**src/rtl/mem_line_reader.sv**
```systemverilog
// Sweeps a 5x5 bit-cell memory in row-major order and hands the assembled 25-bit line to a consumer over valid/ready.
// Optional build macro MEM_LINE_READER_PARITY_EN adds a running-XOR parity output over the captured cells.
module mem_line_reader #(
    parameter int SIZE    = 5,
    parameter int MEMSIZE = 25
) (
    input  logic               clk,
    input  logic               rst,
    input  logic               start,
    input  logic               en,
    output logic [SIZE-1:0]    index,
    output logic               read,
    input  logic               rdata,
    output logic [MEMSIZE-1:0] line,
    output logic               line_valid,
    input  logic               line_ready,
    output logic               busy,
    output logic               done
`ifdef MEM_LINE_READER_PARITY_EN
    ,
    output logic               parity
`endif
);

    typedef enum logic [1:0] {
        IDLE = 2'd0,
        READ = 2'd1,
        HOLD = 2'd2
    } state_e;

    state_e               state_q, state_d;
    logic [2:0]           row_q, row_d;
    logic [2:0]           col_q, col_d;
    logic [MEMSIZE-1:0]   line_q, line_d;
    logic                 done_q, done_d;
    logic [SIZE-1:0]      index_s;
    logic                 last_cell_s;
    logic                 capture_s;
    logic                 launch_s;

    assign index_s     = SIZE'(row_q) + SIZE'({row_q, 2'b00}) + SIZE'(col_q);
    assign last_cell_s = (row_q == 3'd4) && (col_q == 3'd4);
    assign capture_s   = (state_q == READ) && en;
    assign launch_s    = (state_q == IDLE) && start;

    // State register.
    always_ff @(posedge clk or negedge rst) begin
        if (!rst) begin
            state_q <= IDLE;
        end else begin
            state_q <= state_d;
        end
    end

    // Next-state logic.
    always_comb begin
        state_d = state_q;
        case (state_q)
            IDLE: begin
                if (start) begin
                    state_d = READ;
                end else begin
                    state_d = IDLE;
                end
            end
            READ: begin
                if (en && last_cell_s) begin
                    state_d = HOLD;
                end else begin
                    state_d = READ;
                end
            end
            HOLD: begin
                if (line_ready) begin
                    state_d = IDLE;
                end else begin
                    state_d = HOLD;
                end
            end
            default: state_d = IDLE;
        endcase
    end

    // Output decode from state and counters; read follows en only while sweeping.
    always_comb begin
        index      = index_s;
        read       = 1'b0;
        line_valid = 1'b0;
        busy       = 1'b0;
        case (state_q)
            IDLE: begin
                read       = 1'b0;
                line_valid = 1'b0;
                busy       = 1'b0;
            end
            READ: begin
                read       = en;
                line_valid = 1'b0;
                busy       = 1'b1;
            end
            HOLD: begin
                read       = 1'b0;
                line_valid = 1'b1;
                busy       = 1'b1;
            end
            default: begin
                read       = 1'b0;
                line_valid = 1'b0;
                busy       = 1'b0;
            end
        endcase
    end

    // Counter and line capture; counters wrap to 0 after the last cell so index never leaves 0..24.
    always_comb begin
        row_d  = row_q;
        col_d  = col_q;
        line_d = line_q;
        done_d = (state_q == HOLD) && line_ready;
        if (launch_s) begin
            row_d  = 3'd0;
            col_d  = 3'd0;
            line_d = {MEMSIZE{1'b0}};
        end else if (capture_s) begin
            line_d[index_s] = rdata;
            if (last_cell_s) begin
                row_d = 3'd0;
                col_d = 3'd0;
            end else if (col_q == 3'd4) begin
                row_d = row_q + 3'd1;
                col_d = 3'd0;
            end else begin
                row_d = row_q;
                col_d = col_q + 3'd1;
            end
        end else begin
            row_d  = row_q;
            col_d  = col_q;
            line_d = line_q;
        end
    end

    // Datapath registers.
    always_ff @(posedge clk or negedge rst) begin
        if (!rst) begin
            row_q  <= 3'd0;
            col_q  <= 3'd0;
            line_q <= {MEMSIZE{1'b0}};
            done_q <= 1'b0;
        end else begin
            row_q  <= row_d;
            col_q  <= col_d;
            line_q <= line_d;
            done_q <= done_d;
        end
    end

    assign line = line_q;
    assign done = done_q;

`ifdef MEM_LINE_READER_PARITY_EN
    logic parity_q, parity_d;

    // Running parity of captured cells, restarted with each sweep.
    always_comb begin
        parity_d = parity_q;
        if (launch_s) begin
            parity_d = 1'b0;
        end else if (capture_s) begin
            parity_d = parity_q ^ rdata;
        end else begin
            parity_d = parity_q;
        end
    end

    // Parity register.
    always_ff @(posedge clk or negedge rst) begin
        if (!rst) begin
            parity_q <= 1'b0;
        end else begin
            parity_q <= parity_d;
        end
    end

    assign parity = parity_q;
`endif

endmodule
```
**config.mk**
```make
export PLATFORM = sky130hd
export DESIGN_NAME = mem_line_reader
export DESIGN_NICKNAME = d
export VERILOG_FILES = /design/src/rtl/mem_line_reader.sv
export SDC_FILE = /design/constraint.sdc
export NUM_CORES = 1
export LEC_CHECK = 0
export CAP_MARGIN = 20
export CORE_MARGIN = 4
export CORE_UTILIZATION = 37
export CTS_BUF_LIST = sky130_fd_sc_hd__clkbuf_2
export CTS_CLUSTER_DIAMETER = 150
export DETAILED_ROUTE_END_ITERATION = 7
export GPL_ROUTABILITY_DRIVEN = 0
export PLACE_DENSITY_LB_ADDON = 0.25
export SLEW_MARGIN = 20
export SYNTH_ARGS = -nofsm -noshare
export SYNTH_HDL_FRONTEND = slang
export SYNTH_SLANG_ARGS = --single-unit
export TNS_END_PERCENT = 5
```
**constraint.sdc**
```tcl
create_clock -name clk -period 2.6 [get_ports clk]
set_input_delay 0.52 -clock clk [delete_from_list [all_inputs] [get_ports clk]]
set_output_delay 0.52 -clock clk [all_outputs]
set_load 0.01 [all_outputs]
```
* Word level (Yosys, flattened, before mapping)
Cells that the tools add are included.
Storage, ports and cells: flip-flop bits (word level) 34, input port bits 6, output and inout port bits 34
Operators by class: add/subtract/negate cells 4, $lt $le $gt $ge 2, equality and inequality tests 4, mux-type cells 20, reductions and logical operators 11
Operator list (number):
- 2-to-1 mux 25 bit | 2
- bitwise mux 25 bit | 1
- 2-to-1 mux 3 bit | 8
- adder 3 x 1 -> 3 bit (second input constant) | 2
- equality test 3 bit (second input constant) | 2
- logical AND 1 bit | 6
- less-than comparator 5 x 6 -> 1 bit (second input constant) | 1
- one-hot mux 2 bit (3 select lines) | 1
- adder 3 x 5 -> 5 bit | 1
- adder 5 x 3 -> 5 bit | 1
- demux 1 bit (select 5 bit) | 1
- >= comparator 5 x 1 -> 1 bit (second input constant) | 1
- 2-to-1 mux 1 bit | 5
- 2-to-1 mux 2 bit | 2
- nonzero test 3 bit | 1
- equality test 2 x 1 -> 1 bit (second input constant) | 1
- equality test 2 bit (second input constant) | 1
- logical NOT 2 bit | 1
- AND reduction 2 bit | 1
- nonzero test 2 bit | 1
- OR reduction 2 bit | 1

* Logic depth before layout (Yosys ltp)
word-level depth 9, gate-level depth with buffers 8

* Least setup slack after synthesis
Ideal clock, no wire load.
path kind reg2reg, start point register row_q[0], end point register line_q[21] (netlist: line[21]), arrival 2.480 ns, data required time 2.520 ns, path slack 0.041 ns, stages on the path, launching flop included 7, path buffers 1, path through dfrtp_1 -> fa_1 -> fa_1 -> clkbuf_1 -> nand2_1 -> nor4_1 -> mux2i_1
On the way: word-level cells in the longest chain between the ends 9, elaborated cells on any way between the ends 10
RTL lines:
- start: declaration | RTL line 32 | logic [2:0] row_q, row_d;
- start signal: assignment | RTL line 151 | row_q <= row_d;
- adder 3 x 5 -> 5 bit (*) | RTL line 41 | assign index_s = SIZE'(row_q) + SIZE'({row_q, 2'b00}) + SIZE'(col_q);
- adder 5 x 3 -> 5 bit (*) | RTL line 41
- named net index[2] | RTL line 11 | output logic [SIZE-1:0] index,
- less-than comparator 5 x 6 -> 1 bit (not written as such) / >= comparator 5 x 1 -> 1 bit (equally long branches) | RTL line 125 | line_d[index_s] = rdata;
- logical AND 1 bit (not written as such) | RTL line 125
- 2-to-1 mux 1 bit (not written as such) | RTL line 125
- demux 1 bit (select 5 bit) (*) | RTL line 125
- bitwise mux 25 bit (*) | RTL line 125
- 2-to-1 mux 25 bit (*) | RTL line 124 | end else if (capture_s) begin
- 2-to-1 mux 25 bit (*) | RTL line 120 | if (launch_s) begin
- end signal: assignment | RTL line 148 | line_q <= {MEMSIZE{1'b0}};
- end signal: assignment | RTL line 153 | line_q <= line_d;
- end: declaration | RTL line 34 | logic [MEMSIZE-1:0] line_q, line_d;
The timed path passes the listed nets; every way through them passes the cells marked *. The select of a mux whose other input is x is not followed. A chain may end at the register's enable or synchronous reset.

* Worst setup path after layout
start point register row_q[0], end point output index[4]
On the way: word-level cells in the longest chain between the ends 2
RTL lines (RTL line):
- adder 3 x 5 -> 5 bit | 41
- adder 5 x 3 -> 5 bit | 41
- end: declaration | 11
Every way passes these cells.

==> run metrics <==
min Tclk post-route=2.69 ns; total power draw=2.53 mW; Die W=81.9 um; Yosys warning count=0; clock slew seen by the registers of the worst setup and hold paths=0.17 ns; Worst Hold Class=in -> async; Critical Path Fanout Max=2; Net count, final=274; Post-DP HPWL=3360 um; WP data arrival=2.17 ns; Core Area=5200 sq um; VDD IR max=424 uV; Finish-stage setup viols=2; GRT busiest layer=met2; met2 GRT Util=25.6%; fraction of layout cells with a size suffix above 1=19.7%; Setup WS post-layout=-0.0901 ns; input/output buffers=39; RSZ-0062 raised after global routing=true; Die H=81.9 um; #FFs+latches synth=34; die area=6710 sq um; Startpoint Class=register; count of cell types in the netlist=35; GR Util All Layers=16.0%; failing checks=setup timing; worst skew pair latency=0.39 ns; Cell Area, Synth=2020 sq um; fmax=0.372 GHz; area post-placement=2570 sq um; Layout area overhead=33.1%; IO Pins=40; final slew viol count=0; Longest Clk Path Bufs=2; vias in the first global route=1674; Initial Utilization=38.8%; number of remaining DRC errors=0; most common cell after layout, fill and taps aside=clkdlybuf4s50_1; M3 GR Usage=4.82%; Leak=1.23 nW; initial antenna violation count=0; max_cap viols=0; total congestion overflow=0; CP endpoint kind=output port; WP data required=2.08 ns; Root Buffer=clkbuf_2; drt pass-1 iters=4; Via Count=1642; # clock sinks=34; Slew @ Worst Pin=0.486 ns; fillers=508; CTS tree=yes; hold-fix buffer count after cts=0; FP Rows=26; CTS Buf Count=5; cell area after layout=2690 sq um; r2r worst-path depth=8; Pwr per Cell Area=939 nW/um^2; diodes inserted=0; global-route wire length before repair=8000 um; final worst-path cycle share=103%; Avg Vias per Cell=5.07; CTS HTree Levels=2; Avg Cell Area, Syn=10.2 sq um; Wirelength per Cell=14.6 um; Seq/Total Area, Yosys=42.1%; Iter 0 DRT Violations=89; pin count of the biggest net entering global routing=35; Post-Route WL=4720 um; Post-Syn Nets=220; M1 GR Usage=20.2%; status=complete, but fails checks; Syn Inst Count=199; Detail Route Antenna Nets=0; critical path class=reg -> out; setup tns final=-0.114 ns; Final Hold Viols=0; most frequent cells in the layout=clkdlybuf4s50_1 (35), dfrtp_1 (34), nand2_1 (29), mux2i_1 (26), buf_4 (19); Setup Skew=0.0108 ns; Rel. slew slack=67.5%
-- worst paths after layout --
path / start / to / slack [ns]
max: row_q[0] / index[4] / -0.09
min: rst / state_q[0] / 0.50
max reg2reg: row_q[0] / line[18] / 0.11
min reg2reg: line[17] / line[17] / 0.54
max in group asynchronous: rst / row_q[1] / 1.77
min in group clk: line[17] / line[17] / 0.54
-- state kept, by name (all words and copies together) (netlist names) --
register / cells
line: 25
done: 1
state_q: 2
col_q: 3
row_q: 3
-- routing by layer --
metal  part of all wire, %  routed length (um)
met1                    44                2070
met4                   1.5                  72
met5                     0                   0
met3                   4.5                 211
met2                    50                2370
-- cell usage after synthesis --
master / instances / area [sq um]
dfrtp_1: 34 / 851
nand2_1: 29 / 109
mux2i_1: 26 / 260
o211ai_1: 14 / 105
ha_1: 13 / 163
nor2_1: 11 / 41.3
inv_1: 8 / 30.0
a21oi_1: 7 / 35.0
clkbuf_1: 6 / 22.5
nor4_1: 6 / 37.5
and2_1: 5 / 31.3
nor3_1: 4 / 20.0
o21ai_0: 4 / 20.0
nand3b_1: 3 / 22.5
buf_2: 2 / 10.0
fa_1: 2 / 40.0
nand2b_1: 2 / 12.5
nand3_1: 2 / 10.0
nand4_1: 2 / 12.5
nor3b_1: 2 / 15.0
nor4_2: 2 / 25.0
or2_2: 2 / 12.5
a211oi_1: 1 / 7.51
a21boi_2: 1 / 11.3
a22oi_1: 1 / 7.51
and3_1: 1 / 6.26
and3b_1: 1 / 8.76
buf_4: 1 / 7.51
buf_6: 1 / 11.3
buf_8: 1 / 15.0
inv_2: 1 / 3.75
nand4bb_1: 1 / 11.3
nor4_4: 1 / 21.3
or3b_2: 1 / 8.76
xnor2_2: 1 / 16.3
-- critical path: stages (launching register included) --
cell and delay, ns:
dfrtp_1 0.44, fa_1 0.54, ha_1 0.31, nand3_2 0.07
and3b_1 0.18, nor2_1 0.11, buf_2 0.14
-- per-stage QoR --
stage                     cells  hold slack [ns]  util [%]  worst slack [ns]
final                       324            0.502      51.7           -0.0901
after CTS                   324            0.487      50.8            -0.157
after floorplan             199            0.224         -            0.0409
after global routing        324            0.495      51.7            -0.242
after global placement      315            0.510      49.4           -0.0966
after detailed placement    315            0.514      49.4            -0.120
-- report_power, final --
group          switching, mW  internal [mW]
logic                  0.823          0.741
clock network          0.185         0.0660
registers             0.0695          0.643
total                   1.08           1.45
-- area by class of cell --
class | instances | area, sq um | share of cell area (%)
Clock buffer | 6 | 30.0 | 1.12
Clock inverter | 2 | 8.76 | 0.325
Inverter | 9 | 33.8 | 1.26
Multi-Input combinational cell | 145 | 1160 | 43.0
Sequential cell | 34 | 851 | 31.6
Tap cell | 70 | 87.6 | 3.25
Timing Repair Buffer | 58 | 523 | 19.4
-- what timing repair did --
action                     4_1_cts  5_1_grt
setup endpoints to repair        5        9
setup buffers                    1        0
resized for setup               21        7
pin swaps                        5        2
-- cells by family after synthesis --
logic type               count (synthesis)  share of synthesized area (%)
AND/OR/NAND/NOR                         75                           20.0
flip-flops                              34                           42.1
AO/OA/AOI/OAI                           28                           9.22
multiplexers                            26                           12.9
buffers and inverters                   20                           4.95
adder cells (fa/ha/maj)                 15                           10.0
XOR/XNOR                                 1                          0.805
No activity file was read; power rests on OpenSTA's default activity.
